<file path="src/rtl/seg7_scan_display_pkg.sv">
// Shared types and segment patterns for the 4-digit multiplexed clock display.
package seg7_pkg;

    typedef logic [1:0] digit_idx_t;
    typedef logic [3:0] bcd_t;

    localparam int NUM_DIGITS = 4;

    // Active-low patterns, bit order {g,f,e,d,c,b,a}
    localparam logic [6:0] SEG_0    = 7'h40;
    localparam logic [6:0] SEG_1    = 7'h79;
    localparam logic [6:0] SEG_2    = 7'h24;
    localparam logic [6:0] SEG_3    = 7'h30;
    localparam logic [6:0] SEG_4    = 7'h19;
    localparam logic [6:0] SEG_5    = 7'h12;
    localparam logic [6:0] SEG_6    = 7'h02;
    localparam logic [6:0] SEG_7    = 7'h78;
    localparam logic [6:0] SEG_8    = 7'h00;
    localparam logic [6:0] SEG_9    = 7'h10;
    localparam logic [6:0] SEG_DASH = 7'h3F;
    localparam logic [6:0] SEG_OFF  = 7'h7F;

endpackage

</file>
<file path="src/rtl/seg7_scan_display_if.sv">
// Time-digit inputs and display drive lines between the time counter and the scanner.
interface seg7_scan_display_if;
    import seg7_pkg::*;

    bcd_t       min;
    bcd_t       min2;
    bcd_t       hr1;
    bcd_t       hr2;
    logic       sec_tick;
    logic       blink_en;
    logic [6:0] seg;
    logic       dp;
    logic [3:0] an;

    // Time source side: supplies digits and tick, observes the display lines
    modport master (
        output min, min2, hr1, hr2, sec_tick, blink_en,
        input  seg, dp, an
    );

    // Scanner side
    modport slave (
        input  min, min2, hr1, hr2, sec_tick, blink_en,
        output seg, dp, an
    );

endinterface

</file>
<file path="src/rtl/seg7_scan_display_bcd_to_seg7.sv">
// Stateless BCD to active-low 7-segment decoder; non-BCD codes show a dash.
module bcd_to_seg7
    import seg7_pkg::*;
(
    input  bcd_t       bcd_i,
    output logic [6:0] seg_o
);

    // Lookup of the segment pattern for one digit
    always_comb begin
        seg_o = SEG_DASH;
        case (bcd_i)
            4'd0: seg_o = SEG_0;
            4'd1: seg_o = SEG_1;
            4'd2: seg_o = SEG_2;
            4'd3: seg_o = SEG_3;
            4'd4: seg_o = SEG_4;
            4'd5: seg_o = SEG_5;
            4'd6: seg_o = SEG_6;
            4'd7: seg_o = SEG_7;
            4'd8: seg_o = SEG_8;
            4'd9: seg_o = SEG_9;
            default: seg_o = SEG_DASH;
        endcase
    end

endmodule

</file>
<file path="src/rtl/seg7_scan_display.sv">
// Time-multiplexed 4-digit common-anode display scanner with per-frame digit
// capture, hour-tens zero blanking, blinking colon and inter-digit dead time.
module seg7_scan_display
    import seg7_pkg::*;
#(
    parameter int CLK_HZ    = 100_000_000,
    parameter int SLOT_HZ   = 4_000,
    parameter int BLANK_CYC = 64
) (
    input  logic                 clk,
    input  logic                 rst,
    seg7_scan_display_if.slave   bus
);

    localparam int DIV   = CLK_HZ / SLOT_HZ;
    localparam int PRE_W = (DIV > 1) ? $clog2(DIV) : 1;
    localparam logic [PRE_W-1:0] PRE_LAST = PRE_W'(DIV - 1);
    localparam logic [PRE_W-1:0] BLANK_V  = PRE_W'(BLANK_CYC);

    if (DIV < 2) begin : g_div_chk
        $error("seg7_scan_display: CLK_HZ/SLOT_HZ must be at least 2");
    end
    if (BLANK_CYC >= DIV) begin : g_blank_chk
        $error("seg7_scan_display: BLANK_CYC must be smaller than the slot length");
    end

    logic [PRE_W-1:0] pre_q, pre_d;
    digit_idx_t       idx_q, idx_d;
    bcd_t [3:0]       snap_q, snap_d;
    logic             colon_q, colon_d;
    logic [3:0]       an_q, an_d;
    logic [6:0]       seg_q, seg_d;
    logic             dp_q, dp_d;

    logic             slot_end;
    logic             frame_end;
    bcd_t             cur_digit;
    logic [6:0]       cur_seg;

    assign slot_end  = (pre_q == PRE_LAST);
    assign frame_end = slot_end && (idx_q == 2'd3);
    assign cur_digit = snap_q[idx_q];

    bcd_to_seg7 u_dec (
        .bcd_i (cur_digit),
        .seg_o (cur_seg)
    );

    // Scan timing, frame capture and colon state; a tick and a slot
    // boundary in the same cycle update independent registers
    always_comb begin
        pre_d   = slot_end ? '0 : pre_q + 1'b1;
        idx_d   = slot_end ? idx_q + 2'd1 : idx_q;
        snap_d  = frame_end ? {bus.hr2, bus.hr1, bus.min2, bus.min} : snap_q;
        colon_d = colon_q;
        if (!bus.blink_en) begin
            colon_d = 1'b1;
        end else if (bus.sec_tick) begin
            colon_d = ~colon_q;
        end
    end

    // Next display drive: dark during the dead time, otherwise one digit lit
    always_comb begin
        an_d  = 4'hF;
        seg_d = SEG_OFF;
        dp_d  = 1'b1;
        if (pre_q >= BLANK_V) begin
            an_d  = ~(4'b0001 << idx_q);
            seg_d = cur_seg;
            dp_d  = (idx_q == 2'd2) ? ~colon_q : 1'b1;
            // Hour tens of zero is suppressed rather than shown as a leading 0
            if ((idx_q == 2'd3) && (snap_q[3] == 4'd0)) begin
                an_d = 4'hF;
            end
        end
    end

    // State and registered outputs
    always_ff @(posedge clk) begin
        if (rst) begin
            pre_q   <= '0;
            idx_q   <= '0;
            snap_q  <= '0;
            colon_q <= 1'b1;
            an_q    <= 4'hF;
            seg_q   <= SEG_OFF;
            dp_q    <= 1'b1;
        end else begin
            pre_q   <= pre_d;
            idx_q   <= idx_d;
            snap_q  <= snap_d;
            colon_q <= colon_d;
            an_q    <= an_d;
            seg_q   <= seg_d;
            dp_q    <= dp_d;
        end
    end

    assign bus.an  = an_q;
    assign bus.seg = seg_q;
    assign bus.dp  = dp_q;

endmodule

</file>
<file path="src/flat_wrapper.sv">
// flat-port wrapper written by rule: the top's interface ports become plain ports
module seg7_scan_display_flat import seg7_pkg::*;
#(
    parameter int CLK_HZ    = 100_000_000,
    parameter int SLOT_HZ   = 4_000,
    parameter int BLANK_CYC = 64
)
  (clk, rst, bus_min, bus_min2, bus_hr1, bus_hr2, bus_sec_tick, bus_blink_en, bus_seg, bus_dp, bus_an);
  seg7_scan_display_if bus_i ();
  input  logic clk;
  input  logic rst;
  input wire logic [$bits(bus_i.min)-1:0] bus_min;
  input wire logic [$bits(bus_i.min2)-1:0] bus_min2;
  input wire logic [$bits(bus_i.hr1)-1:0] bus_hr1;
  input wire logic [$bits(bus_i.hr2)-1:0] bus_hr2;
  input wire logic [$bits(bus_i.sec_tick)-1:0] bus_sec_tick;
  input wire logic [$bits(bus_i.blink_en)-1:0] bus_blink_en;
  output wire logic [$bits(bus_i.seg)-1:0] bus_seg;
  output wire logic [$bits(bus_i.dp)-1:0] bus_dp;
  output wire logic [$bits(bus_i.an)-1:0] bus_an;
  assign bus_i.min = bus_min;
  assign bus_i.min2 = bus_min2;
  assign bus_i.hr1 = bus_hr1;
  assign bus_i.hr2 = bus_hr2;
  assign bus_i.sec_tick = bus_sec_tick;
  assign bus_i.blink_en = bus_blink_en;
  assign bus_seg = bus_i.seg;
  assign bus_dp = bus_i.dp;
  assign bus_an = bus_i.an;
  seg7_scan_display #(.CLK_HZ(CLK_HZ), .SLOT_HZ(SLOT_HZ), .BLANK_CYC(BLANK_CYC)) u_core (.clk(clk), .rst(rst), .bus(bus_i));
endmodule
</file>
<file path="config.mk">
export PLATFORM = sky130hd
export DESIGN_NAME = seg7_scan_display_flat
export DESIGN_NICKNAME = d
export VERILOG_FILES = /design/src/rtl/seg7_scan_display_pkg.sv /design/src/rtl/seg7_scan_display_if.sv /design/src/rtl/seg7_scan_display_bcd_to_seg7.sv /design/src/rtl/seg7_scan_display.sv /design/src/flat_wrapper.sv
export SDC_FILE = /design/constraint.sdc
export NUM_CORES = 1
export LEC_CHECK = 0
export ABC_AREA = 1
export CORE_MARGIN = 1
export CORE_UTILIZATION = 50
export DETAILED_ROUTE_END_ITERATION = 8
export GPL_TIMING_DRIVEN = 0
export MAX_ROUTING_LAYER = met4
export PLACE_DENSITY = 0.8
export SYNTH_ARGS = -nofsm -noshare
export SYNTH_HDL_FRONTEND = slang
export SYNTH_SLANG_ARGS = --single-unit
</file>
<file path="constraint.sdc">
create_clock -name clk -period 1.6 [get_ports clk]
set_input_delay 0.24 -clock clk [delete_from_list [all_inputs] [get_ports clk]]
set_output_delay 0.24 -clock clk [all_outputs]
set_load 0.01 [all_outputs]
</file>
==> impl_metrics.py <==
metrics = {
    "pwr": {
        "p_sw_w": 0.000436,
        "power_w": 0.00231,
        "swShare_pct": 18.9,
        "power_density_nw_per_um2": 751,
        "peakVddDrop_mv": 0.397,
        "p_leak_nw": 1.41,
        "p_seq_share_pct": 50.0,
        "combPwrFrac_pct": 4.4,
        "internal_power_w": 0.00188,
        "clkPwrFrac_pct": 45.7,
    },
    "route": {
        "vias": 2245,
        "drt-pass1-iter-count": 4,
        "drc": 0,
        "via_per_inst": 4.72,
        "wirelength_mm": 4.78,
        "drtAntennaViolNets": 0,
        "wl_per_cell_um": 10.0,
        "drt_iter0_drc": 150,
    },
    "worst_setup_path": {
        "slowest_delay_ps": 370,
        "critPathMaxFanout": 10,
        "reg2reg_depth": 9,
        "critPathBufInv": 2,
        "critical_path_required_ps": 1780,
        "crit_slowest_cell": "dfxtp_4",
        "r2r-end": "u_core.bus.seg[5]$_SDFF_PP1_",
        "cp-end-kind": "flop",
        "crit_cells": 9,
        "cp_top_family": "simple AND/OR/NAND/NOR gates",
        "crit_arrival_ps": 1690,
        "path_common_cell": "nand3_1",
        "reg2reg_slack_ps": 90,
        "crit_end": "u_core.bus.seg[5]$_SDFF_PP1_",
        "crit_path_cell_trace": "buf_6, nand2_1, nand3_1, nand2_2, inv_2, ha_1, nand3b_1, nand3_1, nand3_1",
        "path_class": "reg2reg",
        "cp-startpoint": "u_core.idx_q[0]$_SDFFE_PP0P_",
        "start_kind": "flop",
        "r2r-start": "u_core.idx_q[0]$_SDFFE_PP0P_",
    },
    "synthesis": {
        "ys_types": 30,
        "synth_nets": 397,
        "ys_ff_latch": 46,
        "avgSynthCellArea_um2": 6.74,
        "synth_top_area_share_pct": 37.3,
        "syn_area_um2": 2470,
        "yosys_warnings": 0,
        "synth_seq_area_share_pct": 37.3,
        "synth_top_cell_by_area": "dfxtp_1",
        "syn_inst": 366,
        "yosys-top-cells-area": "dfxtp_1 (37%), nand2_1 (13%), inv_1 (11%)",
    },
    "run_status": {
        "status": "finished clean",
    },
    "sta": {
        "hold_ws_ps": 422,
        "hold_viol": 0,
        "tightestPinTransition_ps": 344,
        "clock.fmax_ghz": 0.663,
        "skew_ps": 8.88,
        "fin_crit_sh_pct": 94.2,
        "tns_ps": 0,
        "relSlewSlack_pct": 77.1,
        "grt_setup_unrepaired": "false",
        "finalCriticalPeriod_ps": 1510,
        "setup_violations": 0,
        "final_max_slew_viol_count": 0,
    },
    "clock_network": {
        "htreeDepth": 2,
        "cts_tree": "yes",
        "cts_buffers": 5,
        "clk_pin_slew_ps": 90,
        "insertion_delay_ps": 300,
        "clkSinkCount": 46,
        "cts_hold_buf": 0,
        "ctsRootBufferMaster": "clkbuf_8",
        "cts_buffer_depth": 2,
    },
    "global_route": {
        "grt_pass1_wl_mm": 8.38,
        "grt_usage_pct": 21.1,
        "grt_start_max_net_pins": 15,
        "antenna_found_initial": 0,
        "grt-ovfl-total": 0,
        "grt_pass1_vias": 2031,
    },
    "final_layout": {
        "nFillCells": 422,
        "layout.nets": 439,
        "syn2layout_area_growth_pct": 24.7,
        "diodes": 0,
        "drive_above_1_share_pct": 13.0,
        "fin_cells": 476,
    },
    "floorplan": {
        "ios": 32,
        "die_area_um2": 5220,
        "start_util_pct": 52.3,
        "core_um2": 4720,
        "fp.dieW_um": 72.3,
        "fp.dieH_um": 72.3,
        "num_rows": 25,
    },
    "job": {
        "drv_cap": 0,
    },
    "min_path": {
        "min_path_type": "reg2reg",
    },
    "placement": {
        "place_inst": 464,
        "dp_hpwl_mm": 3.46,
        "gp_congestion": 0.949,
        "io_buffers": 31,
    },
}
-- cell families after synthesis --
group | count (synthesis) | synth area share (%)
buf+inv | 88 | 14.1
simple gates | 205 | 39.1
compound gates | 13 | 2.84
fa+ha+maj | 11 | 5.58
xor+xnor | 3 | 1.06
flops | 46 | 37.3
-- worst min-delay path by stage --
| stage | from | to | slack [ps] | depth (start not counted) |
|---|---|---|---|---|
| 6_report | u_core.colon_q$_SDFFE_PP1P_ | u_core.bus.dp$_SDFF_PP1_ | 420 | 1 |
| 3_5_place_dp | u_core.colon_q$_SDFFE_PP1P_ | u_core.bus.dp$_SDFF_PP1_ | 400 | 1 |
| 5_1_grt | u_core.colon_q$_SDFFE_PP1P_ | u_core.bus.dp$_SDFF_PP1_ | 450 | 1 |
| 2_1_floorplan | bus_sec_tick | u_core.colon_q$_SDFFE_PP1P_ | 330 | 1 |
| 4_1_cts | u_core.colon_q$_SDFFE_PP1P_ | u_core.bus.dp$_SDFF_PP1_ | 420 | 1 |
| 3_3_place_gp | u_core.colon_q$_SDFFE_PP1P_ | u_core.bus.dp$_SDFF_PP1_ | 400 | 1 |
-- registers in the layout, summed over array words and instances (netlist names) --
| register | count |
|---|---|
| u_core.bus.seg | 7 |
| u_core.bus.dp | 1 |
| u_core.idx_q | 2 |
| u_core.bus.an | 4 |
| u_core.snap_q | 16 |
| u_core.colon_q | 1 |
| u_core.pre_q | 15 |
-- routing by layer --
| layer | vias up | part of all wire [%] | wire [µm] | track usage, % |
|---|---|---|---|---|
| li1 | 1209 | - | - | - |
| met4 | 0 | 1.6 | 78 | 8.93 |
| met3 | 7 | 3.3 | 157 | 4.31 |
| met5 | - | 0 | 0 | - |
| met2 | 45 | 48 | 2280 | 35.3 |
| met1 | 984 | 47 | 2260 | 24.5 |
-- cell usage after synthesis --
library cell   n
clkinv_1       1
o31ai_1        1
buf_1          2
buf_6          1
xnor2_1        1
and3_1         1
o21ai_0        4
ha_1          11
nand2_1       84
nor2_4         2
nand2_4        1
nand4_1       22
a21oi_1        7
inv_2          3
dfxtp_1       46
nor2_8         1
buf_4          1
nand3_4        1
xor2_1         2
nand3_1       35
nand3b_1       2
inv_1         74
nor2_2         1
nor3_1         2
buf_2          5
o21bai_1       1
clkbuf_1       1
nor2_1        41
nand2_2       11
or2_2          1
-- final cells by class --
type / instances / area [µm²] / share of cell area, %
inverter: 78 / 298 / 9.67
multi-input combinational: 232 / 1220 / 39.5
clock inverter: 2 / 60.1 / 1.95
clock buffer: 6 / 82.6 / 2.68
timing repair buffer: 35 / 340 / 11.1
tap: 67 / 83.8 / 2.72
buffer: 10 / 70.1 / 2.28
sequential: 46 / 927 / 30.1
-- through the flow --
step	utilization (%)	area, µm²	setup slack, ps
finish	65.2	3080	92.0
global route	65.2	3080	0.967
CTS	64.0	3020	7.74
detailed placement	60.6	2860	-258
global placement	60.6	2860	-200
floorplan	-	2470	75.1
-- power by group through the flow --
stage | clock, W | combinational [W] | sequential [W]
5_1_grt | 0.00112 | 0.000115 | 0.00116
2_1_floorplan | 0 | 0.0000435 | 0.00118
4_1_cts | 0.00107 | 0.000100 | 0.00116
6_report | 0.00106 | 0.000101 | 0.00116
3_5_place_dp | 0 | 0.0000988 | 0.00118
3_3_place_gp | 0 | 0.0000979 | 0.00118
-- timing repair --
action	in CTS	in global routing
buffers inserted	0	4
endpoints found under the setup margin	26	27
resized for setup	8	13
pin swaps	0	4
-- cell usage in the layout (no fill, tap or decap), types with 5 or more instances in the layout --
cell              n
ha_1             11
clkdlybuf4s50_1  31
nand4_1          22
nor2_1           39
inv_2             5
inv_1            72
nand3_1          35
nand2_2          13
nand2_1          81
dfxtp_1          43
clkbuf_8          6
a21oi_1           7
Power figures use the tool's default switching activity.
==> patch 1: new RTL, config.mk and constraints unchanged <==
Compare `idx_q` against `2'd2` with >= in place of ==.
--- a/src/rtl/seg7_scan_display.sv
+++ b/src/rtl/seg7_scan_display.sv
@@ -68,7 +68,7 @@
         if (pre_q >= BLANK_V) begin
             an_d  = ~(4'b0001 << idx_q);
             seg_d = cur_seg;
-            dp_d  = (idx_q == 2'd2) ? ~colon_q : 1'b1;
+            dp_d  = (idx_q >= 2'd2) ? ~colon_q : 1'b1;
             // Hour tens of zero is suppressed rather than shown as a leading 0
             if ((idx_q == 2'd3) && (snap_q[3] == 4'd0)) begin
                 an_d = 4'hF;
Function: no difference found for any inputs over 10 cycles, from zero or initial values and one cycle with rst high; that may be too few to reach the edited logic, so the function may still have changed.
==> patch 1 against the unedited design <==
Worst hold slack improved by 0.011 ns. Maximum frequency increased by 1.5%. Core utilization shrank 1.8 points. Sequential cell count is the same. Sequential share of layout area grew 0.80 points. Total power down 17%. First-iteration DRC count decreased by 15%. Synthesized area up 0.71%. Routed wire length fell by 0.73%. Design area decreased by 2.2%. Setup slack improved by 0.022 ns.
==> patch 1: results (changes against the unedited design) <==
run status=complete, no violations; share of final-layout standard cells stronger than drive strength 1=0.149 (+0.0190); maximum fanout encountered on the critical timing path=10 (unchanged); maximum number of pins on one net before global-route repair=14 (-1); portion of the post-synthesis area used by sequential elements=0.370 (-0.00263); worst setup skew after layout=0.00548 ns (-0.00340 ns); leading cell types by count after synthesis=sky130_fd_sc_hd__nand2_1, sky130_fd_sc_hd__inv_1, sky130_fd_sc_hd__dfxtp_1; transition time at the pin with the least slew margin=0.451 ns (+0.107 ns); first-pass GRT wire length=8490 µm (+1.3%); signal arrival time at the worst endpoint=1.66 ns (-0.03 ns); Clk pin slew, worst setup/hold paths=0.08 ns; via count of the routed design=2159 (-3.8%); Unique masters post-synth=26 (-13%); global-route total usage across every layer=0.214 (+0.00300); vias in the first global route=1995 (-1.8%); most area-consuming cells after synthesis=sky130_fd_sc_hd__dfxtp_1, sky130_fd_sc_hd__nand2_1, sky130_fd_sc_hd__inv_1; H-tree level count=2 (unchanged); slowest library cell on the worst path=sky130_fd_sc_hd__o21ai_0; placed wire-length estimate after detailed placement=3520 µm (+1.9%); Iteration-0 DRC Markers=127 (-15%); Final nets=428 (-2.5%); number of flip-flops in the largest register=16 (unchanged); register with the highest flop count=u_core.snap_q; Synthesized Nets=388 (-2.3%); Total Wirelength=4740 µm (-0.73%); leakage power of the design=1.34 nW (-5.3%); maximum vdd ir drop=312 µV (-22%); RD Place Congestion=0.824 (-13%)
[patch 1: path summary, 6_finish.rpt]
check,endpoint,from,slack [ns],cells past startpoint
worst max register to register,u_core.bus.seg[4],u_core.idx_q[0],0.11,5
worst min register to register,u_core.bus.dp,u_core.colon_q,0.43,1
worst max-delay path,u_core.bus.seg[4],u_core.idx_q[0],0.11,5
worst min-delay path,u_core.bus.dp,u_core.colon_q,0.43,1
[patch 1: cell families (layout without fill, tap and decap cells)]
group | Yosys count | in the layout | synth area share
AO/OA/AOI/OAI | 18 | 18 | 0.0382
XOR/XNOR | 5 | 5 | 0.0176
adder cells (fa/ha/maj) | 11 | 11 | 0.0554
buffers and inverters | 81 | 121 | 0.134
flip-flops | 46 | 46 | 0.370
AND/OR/NAND/NOR | 196 | 196 | 0.384
[patch 1: power breakdown]
group          leakage (nW)  internal [W]  switching [W]  total [W]
Clock                0.0373      0.000300       0.000370   0.000670
Combinational         0.926     0.0000602      0.0000412   0.000101
Sequential            0.374       0.00115     0.00000643    0.00116
[patch 1: metrics by stage]
step           TNS, ns  area, µm²  std cells  hold slack [ns]  setup slack (ns)
2_1_floorplan        0       2490        357            0.331             0.162
3_3_place_gp    -0.521       2880        455            0.411           -0.0679
3_5_place_dp    -0.563       2880        455            0.419           -0.0698
4_1_cts              0       2970        462            0.436           0.00429
5_1_grt        -0.0105       3010        464            0.474           -0.0105
6_report             0       3010        464            0.433             0.114
[patch 1: critical path, delay by kind of cell, from the launching register on]
kind	cells	cell delay, ns
flops	1	0.37
compound gates	1	0.38
buf+inv	1	0.14
simple gates	3	0.48
[patch 1: timing repair]
item	4_1_cts	5_1_grt
resized for setup	3	14
pin swaps	0	2
endpoints found under the setup margin	12	20
setup buffers	0	2
gates cloned	0	0
[patch 1: final cells by class]
type	instances	area (µm²)
timing repair buffer	33	325
fill	450	1740
clock buffer	6	72.6
clock inverter	1	7.51
inverter	71	268
sequential	46	931
buffer	10	82.6
tap	67	83.8
multi-input combinational	230	1240
[patch 1: layer usage]
layer	vias to the layer above	share of wire	GRT usage
li1	1177	-	-
met1	934	0.48	0.265
met2	41	0.46	0.341
met3	7	0.036	0.0514
met4	0	0.015	0.0719
met5	-	0	-
==> patch 2: new RTL, config.mk and constraints unchanged <==
Without the edit above. `SLOT_HZ` is set to 4_000 in 2 places; all go to 2_000.
--- a/src/rtl/seg7_scan_display.sv
+++ b/src/rtl/seg7_scan_display.sv
@@ -4,7 +4,7 @@
     import seg7_pkg::*;
 #(
     parameter int CLK_HZ    = 100_000_000,
-    parameter int SLOT_HZ   = 4_000,
+    parameter int SLOT_HZ   = 2_000,
     parameter int BLANK_CYC = 64
 ) (
     input  logic                 clk,
--- a/src/flat_wrapper.sv
+++ b/src/flat_wrapper.sv
@@ -2,7 +2,7 @@
 module seg7_scan_display_flat import seg7_pkg::*;
 #(
     parameter int CLK_HZ    = 100_000_000,
-    parameter int SLOT_HZ   = 4_000,
+    parameter int SLOT_HZ   = 2_000,
     parameter int BLANK_CYC = 64
 )
   (clk, rst, bus_min, bus_min2, bus_hr1, bus_hr2, bus_sec_tick, bus_blink_en, bus_seg, bus_dp, bus_an);
Check against the original RTL: same outputs for any inputs over 10 cycles, from zero or initial values and one cycle with rst high; that may be too few to reach the edited logic, so the function may still have changed.
==> patch 2 against the unedited design <==
Clock skew decreased by 0.0026 ns. Die area decreased by 0.88%. Clock power decreased by 15%. Non-clock buffer count increased by 4. Total power decreased by 5.2%. Worst hold slack got worse by 0.011 ns. Design area increased by 0.41%. Synthesized area decreased by 0.91%. Routed wire length decreased by 2.6%. Synthesized cell count decreased by 0.82%. Setup slack improved by 0.010 ns. Sequential cell count increased by 1. Critical path type unchanged. Largest cell class unchanged. Largest power group unchanged. Highest routed layer unchanged.
==> patch 2: results (changes against the unedited design) <==
run status=complete, no violations; length of routed wiring on met1=2250 µm (-0.35%); maximum fanout encountered on the critical timing path=11 (+1); TritonRoute pass-1 iters=5 (+1); Rel. slew slack=0.723 (-0.0478); maximum vdd ir drop=358 µV (-10%); Synthesized Nets=394 (-0.76%); via count of the routed design=2232 (-0.58%); leading cell types by count after synthesis=sky130_fd_sc_hd__nand2_1, sky130_fd_sc_hd__inv_1, sky130_fd_sc_hd__dfxtp_1, sky130_fd_sc_hd__nor2_1, sky130_fd_sc_hd__nand3_1; most area-consuming cells after synthesis=sky130_fd_sc_hd__dfxtp_1, sky130_fd_sc_hd__nand2_1, sky130_fd_sc_hd__inv_1; met1 usage=0.242 (-0.00264); RD Place Congestion=0.852 (-10%); sequential share of cell area=0.306 (+0.00485); portion of the post-synthesis area used by sequential elements=0.385 (+0.0116); P_sw=0.000448 W (+2.7%); Final nets=440 (+0.23%); placed wire-length estimate after detailed placement=3300 µm (-4.7%); leakage power of the design=1.36 nW (-3.5%); Total Wirelength=4660 µm (-2.6%); first-pass GRT wire length=7850 µm (-6.3%); DR WL met2=2140 µm (-6.2%); share of final-layout standard cells stronger than drive strength 1=0.124 (-0.00519); maximum number of pins on one net before global-route repair=15 (unchanged); multi-input combinational cell count=235 (+1.3%); worst setup slack before clock tree synthesis=-0.220 ns (+0.0372 ns); launch point of the worst hold path=u_core.colon_q; Repair and plain buffers=49 (+8.9%); slowest library cell on the worst path=sky130_fd_sc_hd__dfxtp_2; area of the multi-input gates=1240 µm² (+1.8%); Post-Layout Cell Count=477 (+0.21%); invs w/o clock=71 (-9.0%); Iteration-0 DRC Markers=177 (+18%); Seq pwr share=0.542 (+0.042); synthesized instance count=363 (-0.82%); Final Critical Period=1.50 ns (-0.0103 ns); number of fill cells=421 (-0.24%); vias in the first global route=1874 (-7.7%); power drawn by the clock network=0.000903 W (-15%); cell area after placement=2840 µm² (-0.79%); routed wire length on met3=206 µm (+31%)
-- patch 2: cell count changes after synthesis, sizes merged, moves of 2 or more --
cell,delta
a21oi,+2
inv,-7
nand2,-3
nand3,+2
nand4,-3
nor2,+5
-- patch 2: cell families (layout without fill, tap and decap cells) --
group	count (synthesis)	after routing	share of synthesized area
buffers and inverters	81	128	0.131
AOI/OAI and AO/OA	15	15	0.0338
xor gates and xnor gates	4	4	0.0143
adders and majority gates	11	11	0.0563
DFF	47	47	0.385
and+or+nand+nor	205	205	0.380
-- patch 2: repair_timing --
action / 4_1_cts / 5_1_grt
cloned: 0 / 1
buffers inserted: 2 / 6
gates resized for setup: 10 / 15
pin swaps: 2 / 4
hold buffers: 0 / 0
setup endpoints to repair: 31 / 27
-- patch 2: through the flow --
step	utilization	total power [W]
6_report	0.655	0.00219
5_1_grt	0.655	0.00227
4_1_cts	0.633	0.00221
3_5_place_dp	0.601	0.00131
3_3_place_gp	0.601	0.00131
2_1_floorplan	-	0.00125
